==> src/rtl/csr_file_ex_pkg.sv <==
// Shared definitions for the EX-stage machine-mode CSR file:
// CSR addresses, CSR ALU operation encodings, mstatus field masks
// and the read-only address range test.
package csr_file_ex_pkg;

  typedef enum logic [1:0] {
    CSR_OP_NONE = 2'b00,
    CSR_OP_RW   = 2'b01,
    CSR_OP_RS   = 2'b10,
    CSR_OP_RC   = 2'b11
  } csr_op_e;

  localparam logic [11:0] CSR_MSTATUS   = 12'h300;
  localparam logic [11:0] CSR_MTVEC     = 12'h305;
  localparam logic [11:0] CSR_MSCRATCH  = 12'h340;
  localparam logic [11:0] CSR_MEPC      = 12'h341;
  localparam logic [11:0] CSR_MCAUSE    = 12'h342;
  localparam logic [11:0] CSR_MCYCLE    = 12'hB00;
  localparam logic [11:0] CSR_MCYCLEH   = 12'hB80;
  localparam logic [11:0] CSR_MINSTRET  = 12'hB02;
  localparam logic [11:0] CSR_MINSTRETH = 12'hB82;
  localparam logic [11:0] CSR_CYCLE     = 12'hC00;
  localparam logic [11:0] CSR_CYCLEH    = 12'hC80;
  localparam logic [11:0] CSR_INSTRET   = 12'hC02;
  localparam logic [11:0] CSR_INSTRETH  = 12'hC82;
  localparam logic [11:0] CSR_MVENDORID = 12'hF11;
  localparam logic [11:0] CSR_MARCHID   = 12'hF12;
  localparam logic [11:0] CSR_MIMPID    = 12'hF13;
  localparam logic [11:0] CSR_MHARTID   = 12'hF14;

  localparam logic [31:0] MSTATUS_MIE  = 32'h0000_0008;
  localparam logic [31:0] MSTATUS_MPIE = 32'h0000_0080;
  localparam logic [31:0] MSTATUS_MPP  = 32'h0000_1800;

  // Takes only addr[11:10]; addresses with both bits set are read-only.
  function automatic logic csr_is_ro(input logic [1:0] addr_top);
    return addr_top == 2'b11;
  endfunction

endpackage

==> src/rtl/csr_file_ex_counter64.sv <==
// csr_counter64: 64-bit free-running counter with software-writable halves.
// Ports: clk, rst_n (async active-low), inc_en (count this cycle),
//        wr_lo / wr_hi (load wdata into the low / high half),
//        wdata (32-bit load value), count (current 64-bit value).
// A write to either half takes priority over the increment; the other
// half holds its value.
module csr_counter64 (
  input  logic        clk,
  input  logic        rst_n,
  input  logic        inc_en,
  input  logic        wr_lo,
  input  logic        wr_hi,
  input  logic [31:0] wdata,
  output logic [63:0] count
);

  logic [63:0] cnt_q;

  always_ff @(posedge clk or negedge rst_n) begin
    if (!rst_n) begin
      cnt_q <= '0;
    end else if (wr_lo) begin
      cnt_q <= {cnt_q[63:32], wdata};
    end else if (wr_hi) begin
      cnt_q <= {wdata, cnt_q[31:0]};
    end else if (inc_en) begin
      cnt_q <= cnt_q + 64'd1;
    end
  end

  assign count = cnt_q;

endmodule

==> src/rtl/csr_file_ex.sv <==
// csr_file_ex: machine-mode CSR register file and CSR ALU in the EX stage.
// Ports:
//   clk, rst_n            clock, asynchronous active-low reset
//   bubbleE               EX held: no CSR write, no retire counting
//   CSR_addr_EX           CSR address
//   CSR_zimm_EX           zero-extended immediate operand
//   CSR_zimm_or_reg_EX    1 = zimm operand, 0 = reg1_EX operand
//   CSR_write_en_EX       instruction is a CSR instruction
//   CSR_op_EX             00 none, 01 RW, 10 RS, 11 RC
//   reg1_EX               forwarded rs1 value
//   instr_retire          one instruction retires this cycle
//   CSR_rdata_EX          pre-write CSR value (combinational)
//   CSR_illegal_EX        illegal CSR access (combinational)
//   mtvec_out, mepc_out   current mtvec / mepc for fetch redirect
module csr_file_ex
  import csr_file_ex_pkg::*;
#(
  parameter logic [31:0] MVENDORID = 32'h0,
  parameter logic [31:0] MARCHID   = 32'h0,
  parameter logic [31:0] MIMPID    = 32'h1,
  parameter logic [31:0] HARTID    = 32'h0
) (
  input  logic        clk,
  input  logic        rst_n,
  input  logic        bubbleE,
  input  logic [11:0] CSR_addr_EX,
  input  logic [31:0] CSR_zimm_EX,
  input  logic        CSR_zimm_or_reg_EX,
  input  logic        CSR_write_en_EX,
  input  logic [1:0]  CSR_op_EX,
  input  logic [31:0] reg1_EX,
  input  logic        instr_retire,
  output logic [31:0] CSR_rdata_EX,
  output logic        CSR_illegal_EX,
  output logic [31:0] mtvec_out,
  output logic [31:0] mepc_out
);

  csr_op_e     op;
  logic [31:0] src;
  logic [31:0] rdata;
  logic        implemented;
  logic [31:0] wval;
  logic        active;
  logic        wr_req;
  logic        commit;

  // Only the writable bits are stored; fixed-zero bits are rebuilt on read.
  logic        mie_q;
  logic        mpie_q;
  logic [31:2] mtvec_q;
  logic [31:0] mscratch_q;
  logic [31:2] mepc_q;
  logic [31:0] mcause_q;
  logic [63:0] mcycle;
  logic [63:0] minstret;

  assign op  = csr_op_e'(CSR_op_EX);
  assign src = CSR_zimm_or_reg_EX ? CSR_zimm_EX : reg1_EX;

  always_comb begin
    rdata       = '0;
    implemented = 1'b1;
    case (CSR_addr_EX)
      CSR_MSTATUS:   rdata = MSTATUS_MPP | (mie_q ? MSTATUS_MIE : '0)
                             | (mpie_q ? MSTATUS_MPIE : '0);
      CSR_MTVEC:     rdata = {mtvec_q, 2'b00};
      CSR_MSCRATCH:  rdata = mscratch_q;
      CSR_MEPC:      rdata = {mepc_q, 2'b00};
      CSR_MCAUSE:    rdata = mcause_q;
      CSR_MCYCLE,
      CSR_CYCLE:     rdata = mcycle[31:0];
      CSR_MCYCLEH,
      CSR_CYCLEH:    rdata = mcycle[63:32];
      CSR_MINSTRET,
      CSR_INSTRET:   rdata = minstret[31:0];
      CSR_MINSTRETH,
      CSR_INSTRETH:  rdata = minstret[63:32];
      CSR_MVENDORID: rdata = MVENDORID;
      CSR_MARCHID:   rdata = MARCHID;
      CSR_MIMPID:    rdata = MIMPID;
      CSR_MHARTID:   rdata = HARTID;
      default:       implemented = 1'b0;
    endcase
  end

  always_comb begin
    wval = '0;
    case (op)
      CSR_OP_RW: wval = src;
      CSR_OP_RS: wval = rdata | src;
      CSR_OP_RC: wval = rdata & ~src;
      default:   wval = rdata;
    endcase
  end

  // Set/clear with a zero operand is a pure read and never counts as a write.
  assign active         = CSR_write_en_EX && (op != CSR_OP_NONE);
  assign wr_req         = active && !(((op == CSR_OP_RS) || (op == CSR_OP_RC)) && (src == '0));
  assign CSR_illegal_EX = active && (!implemented || (csr_is_ro(CSR_addr_EX[11:10]) && wr_req));
  assign commit         = wr_req && !bubbleE && !CSR_illegal_EX;
  assign CSR_rdata_EX   = rdata;

  always_ff @(posedge clk or negedge rst_n) begin
    if (!rst_n) begin
      mie_q      <= 1'b0;
      mpie_q     <= 1'b0;
      mtvec_q    <= '0;
      mscratch_q <= '0;
      mepc_q     <= '0;
      mcause_q   <= '0;
    end else if (commit) begin
      case (CSR_addr_EX)
        CSR_MSTATUS: begin
          mie_q  <= wval[3];
          mpie_q <= wval[7];
        end
        CSR_MTVEC:    mtvec_q    <= wval[31:2];
        CSR_MSCRATCH: mscratch_q <= wval;
        CSR_MEPC:     mepc_q     <= wval[31:2];
        CSR_MCAUSE:   mcause_q   <= wval;
        default: ;
      endcase
    end
  end

  csr_counter64 u_mcycle (
    .clk    (clk),
    .rst_n  (rst_n),
    .inc_en (1'b1),
    .wr_lo  (commit && (CSR_addr_EX == CSR_MCYCLE)),
    .wr_hi  (commit && (CSR_addr_EX == CSR_MCYCLEH)),
    .wdata  (wval),
    .count  (mcycle)
  );

  csr_counter64 u_minstret (
    .clk    (clk),
    .rst_n  (rst_n),
    .inc_en (instr_retire && !bubbleE),
    .wr_lo  (commit && (CSR_addr_EX == CSR_MINSTRET)),
    .wr_hi  (commit && (CSR_addr_EX == CSR_MINSTRETH)),
    .wdata  (wval),
    .count  (minstret)
  );

  assign mtvec_out = {mtvec_q, 2'b00};
  assign mepc_out  = {mepc_q, 2'b00};

endmodule

==> config.mk <==
export PLATFORM = sky130hd
export DESIGN_NAME = csr_file_ex
export DESIGN_NICKNAME = d
export VERILOG_FILES = /design/src/rtl/csr_file_ex_pkg.sv /design/src/rtl/csr_file_ex_counter64.sv /design/src/rtl/csr_file_ex.sv
export SDC_FILE = /design/constraint.sdc
export NUM_CORES = 1
export LEC_CHECK = 0
export BUFFER_PORTS_ARGS = -buffer_cell sky130_fd_sc_hd__buf_2
export CAP_MARGIN = 5
export CORE_MARGIN = 4
export CORE_UTILIZATION = 60
export CTS_BUF_LIST = sky130_fd_sc_hd__clkbuf_16
export DETAILED_ROUTE_END_ITERATION = 12
export PLACE_DENSITY = 0.89
export SETUP_SLACK_MARGIN = 0.2
export SLEW_MARGIN = 25
export SYNTH_ARGS = -nofsm -noshare
export SYNTH_HDL_FRONTEND = slang
export SYNTH_HIERARCHICAL = 1
export SYNTH_SLANG_ARGS = --single-unit
==> constraint.sdc <==
create_clock -name clk -period 2.5 [get_ports clk]
set_input_delay 0.25 -clock clk [delete_from_list [all_inputs] [get_ports clk]]
set_output_delay 0.25 -clock clk [all_outputs]
set_load 0.02 [all_outputs]
==> run summary, run 1 <==
outcome = aborted with a tool error
Exit stage = global routing
Error = [ERROR GRT-0232] Routing congestion too high. Check the congestion heatmap in the GUI.
Post-synth EDFFs = 0
Synth Flop Type = dfrtp_1
worst endpoint type = top-level output
clock sinks = 254
Async S/R FF share, synth = 100%
Total GRT Usage = 91.5%
clock root cell = clkbuf_16
Starting Density = 61.6%
DP Wirelength = 59.3 mm
GP Congestion = 1.05
Synth Area in Compound Gates = 18.6%
grt ovf = 797
top cells by area, synth = dfrtp_1 37%, nand2_1 6.8%, mux2i_1 5.4%
Die Ht = 178 um
number of H-tree levels = 1
mux cell area share after synthesis = 8.56%
distinct cell type count after synthesis = 108
post-synthesis sequential area ratio = 36.7%
Synth top area share = 36.7%
Post-Synth Adder-Cell Area = 0.145%
Ports = 181
Yosys reg bits = 254
largest family of logic cells by synthesized area = simple AND/OR/NAND/NOR gates
largest net degree at the start of global routing = 109
simple-gate share of the synthesized area = 26.7%
syn_area_per_cell = 8.59 um^2
clock buffer depth = 3
I/O Buffers = 176
Die Width = 178 um
xor and xnor area share after synthesis = 4.20%
synthesized area = 17300 um^2
Post-Place Setup Slack = -651 ps
Ys Warns = 6
Synth Instances = 2015
cell taking the most area after synthesis = dfrtp_1
Std-Cell Rows = 61
placed cell area = 21800 um^2
cts bufs inserted = 28
Worst EP post-GRT repair = CSR_rdata_EX[3]
## through the flow
stage,hold WS (ps),cells,TNS [ps]
after floorplan,-45.6,2022,-37730
after global placement,167,2856,-53700
after detailed placement,164,2856,-59820
after CTS,184,2992,0
## repair_timing
action	in CTS
setup endpoints to repair	143
buffers inserted	83
endpoints found under the hold margin	37
pin swaps	87
hold buffers	1
gates resized for setup	228
cloned	3
## Yosys cell counts (9+ instances only)
| cell type | n |
|---|---|
| xnor2_1 | 26 |
| a22oi_1 | 14 |
| and4_1 | 28 |
| inv_1 | 57 |
| nand3b_1 | 10 |
| a31oi_1 | 15 |
| buf_2 | 44 |
| a21oi_1 | 42 |
| nor2b_1 | 18 |
| xor2_1 | 57 |
| nor2_1 | 130 |
| clkbuf_1 | 75 |
| nand4_1 | 74 |
| buf_4 | 10 |
| or4_1 | 11 |
| or3_1 | 17 |
| mux2i_1 | 93 |
| o21ai_1 | 36 |
| nor3_1 | 38 |
| and2_1 | 16 |
| nor4_1 | 36 |
| mux4_2 | 14 |
| and3_1 | 39 |
| a311oi_1 | 17 |
| a32oi_1 | 21 |
| mux2_2 | 21 |
| dfrtp_1 | 254 |
| o21ai_2 | 32 |
| o211ai_1 | 10 |
| nand3_1 | 64 |
| o2bb2ai_1 | 9 |
| nand2_1 | 314 |
| o21ai_0 | 167 |
| o22ai_1 | 23 |
| a211oi_1 | 10 |
## logic make-up after synthesis
kind of cell             count (synthesis)
flip-flops                             254
other                                    2
XOR/XNOR                                83
AND/OR/NAND/NOR                        871
adder cells (fa/ha/maj)                  2
buffers and inverters                  199
multiplexers                           128
AO/OA/AOI/OAI                          476
## per-layer routing
layer  track usage [%]  GRT overflow
met4              99.1           308
met5              53.4             1
met2               103           438
met1              87.5            15
met3              82.0            35
==> run 2: changes to the inputs <==
- CORE_UTILIZATION: 60 -> 40
- CTS_BUF_LIST: sky130_fd_sc_hd__clkbuf_16 -> not set
- PLACE_DENSITY: 0.89 -> not set
- PLACE_DENSITY_LB_ADDON: not set -> 0.15
- SETUP_SLACK_MARGIN: 0.2 -> not set
==> run summary, run 2 <==
Critical Path Fanout Max = 2
Async S/R FF share, synth = 100%
fin crit share = 101%
syn_area_per_cell = 8.59 um^2
Max Slew Vio Count = 0
outcome = finished with violations
largest net degree at the start of global routing = 73
DRT Pass-1 Iters = 6
Slew HR = 39.4%
number of H-tree levels = 2
Peak Freq = 0.396 GHz
antenna violations before repair = 1
die area = 46700 um^2
Std-Cell Rows = 75
Residual DRC = 0
Worst setup EP type = primary output
cell taking the most area after synthesis = dfrtp_1
Post-synth EDFFs = 0
CTS tree = yes
Synth Instances = 2015
Clock Skew = 26.6 ps
Reg power frac = 37.5%
Vias/cell = 5.92
fin cells = 3186
post-synthesis sequential area ratio = 36.7%
Die Ht = 216 um
RSZ-0062 raised after global routing = true
Cell Pwr Density = 479 nW/um^2
NetSw = 3.33 mW
slowest CP cell = mux4_2
Setup violations, final = 2
Die Width = 216 um
Routed WL = 78.6 mm
top cells by area, synth = dfrtp_1 37%, nand2_1 6.8%, mux2i_1 5.4%
LEAKAGE = 11.3 nW
DP Cell Count = 3104
synthesized area = 17300 um^2
vias = 18900
Worst Hold Class = primary input to async pin
clock slew at reported path FFs = 60 ps
most frequent cell after synthesis = nand2_1
Fill cells = 3853
Clk pwr share = 44.6%
grt ovf = 0
crit path kind = register to primary output
Yosys reg bits = 254
Slew @ Worst Pin = 902 ps
nets = 2668
Max Cap Violations = 0
synth-to-layout area growth = 40.6%
synth cell count leaders = 314 x nand2_1, 254 x dfrtp_1, 167 x o21ai_0, 130 x nor2_1, 93 x mux2i_1
Synth top area share = 36.7%
initial DRC count = 1770
placed cell area = 22600 um^2
Final Hold Viols = 0
VDD IR max = 0.352 mV
number of global-route vias before repair = 18400
Worst EP required = 2250 ps
commonest non-fill, non-tap cell in the layout = buf_4
Period minus WS final = 2530 ps
Ports = 181
WP data arrival = 2280 ps
final instance area = 24300 um^2
Ys Warns = 6
fin util = 57.5%
I/O Buffers = 176
distinct cell type count after synthesis = 108
Worst setup SP type = register
share of cells above drive strength 1 = 36.0%
switching share of power = 28.6%
most frequent cells in the layout = 437 x buf_4, 310 x nand2_1, 247 x dfrtp_1
CP peak stage delay = 580 ps
Total GRT Usage = 32.7%
clk_lat worst skew = 560 ps
Synth Flop Type = dfrtp_1
DR WL/cell = 24.7 um
clock sinks = 254
clock buffer depth = 3
antenna viol nets, final = 0
Worst R2R Setup Slack = 20 ps
DP Wirelength = 61.9 mm
Final WS setup = -25.5 ps
Comb pwr share = 17.9%
cts bufs inserted = 34
clock root cell = clkbuf_16
Starting Density = 40.9%
final hold slack = 235 ps
Core ar. = 42300 um^2
failing checks = setup timing
Cell Int Power = 8.33 mW
global-route wire length before repair = 117 mm
crit-path cells = mux4_2 > a22o_4 > or2_4 > buf_6
GP Congestion = 1.05
run 2: final timing paths:
check | startpoint | endpoint | cells after the start
min in group clk | CSR_addr_EX[6] | mpie_q$_DFFE_PN0P_ | 4
hold / removal | rst_n | mepc_q[4]$_DFFE_PN0P_ | 2
max in group asynchronous | rst_n | mepc_q[29]$_DFFE_PN0P_ | 3
setup / recovery | u_minstret/count[32]$_DFFE_PN0P_ | CSR_rdata_EX[0] | 4
setup reg to reg | u_minstret/count[4]$_DFFE_PN0P_ | u_minstret/count[36]$_DFFE_PN0P_ | 11
hold reg to reg | mcause_q[7]$_DFFE_PN0P_ | mcause_q[7]$_DFFE_PN0P_ | 2
run 2: layout make-up:
cell class | instances | area (um^2) | area share [%]
Multi-Input combinational cell | 1571 | 10800 | 44.2
Sequential cell | 254 | 6360 | 26.1
Timing Repair Buffer | 661 | 5080 | 20.9
Clock buffer | 48 | 993 | 4.08
Tap cell | 577 | 722 | 2.97
Inverter | 60 | 241 | 0.992
Clock inverter | 14 | 189 | 0.776
Antenna cell | 1 | 2.50 | 0.0103
run 2: metal layers:
metal  global-route usage, %  part of all wire [%]
met5                       0                 0.020
met4                    11.7                   4.2
met1                    43.2                    42
met3                    6.29                   7.4
met2                    53.9                    47
run 2: repair_timing:
action | 4_1_cts | 5_1_grt
buffers inserted | 4 | 15
endpoints found under the hold margin | 57 | 0
setup endpoints to repair | 39 | 85
cloned | 1 | 1
gates resized for setup | 28 | 75
hold buffers | 1 | 0
pin swaps | 8 | 31
run 2: per-stage QoR:
step	TNS [ps]	total power [mW]	setup WS [ps]
final	-28.6	11.7	-25.5
after global routing	-837	12.1	-93.4
after global placement	-62270	6.42	-648
after CTS	-43.8	11.7	-42.2
after floorplan	-37730	5.29	-527
after detailed placement	-67240	6.43	-668
run 2: critical path: cells and delay by family (launching register included):
family,cells,cell delay (ps)
AOI/OAI and AO/OA,1,310
buffers and inverters,1,140
DFF,1,420
muxes,1,580
and+or+nand+nor,1,270
run 2: kinds of logic after synthesis:
| family | after synthesis | share of synthesized area [%] |
|---|---|---|
| compound gates | 476 | 18.6 |
| mux | 128 | 8.56 |
| xor+xnor | 83 | 4.20 |
| fa+ha+maj | 2 | 0.145 |
| flops | 254 | 36.7 |
| buf+inv | 199 | 5.09 |
| simple gates | 871 | 26.7 |
| other cells | 2 | 0.0434 |
run 2: power by group through the flow:
stage	registers (mW)	logic, mW	clock network, mW
2_1_floorplan	4.44	0.841	0
3_3_place_gp	4.45	1.97	0
5_1_grt	4.39	2.22	5.48
3_5_place_dp	4.45	1.98	0
4_1_cts	4.38	2.02	5.29
6_report	4.38	2.09	5.20
(Power assumes the default switching activity.)
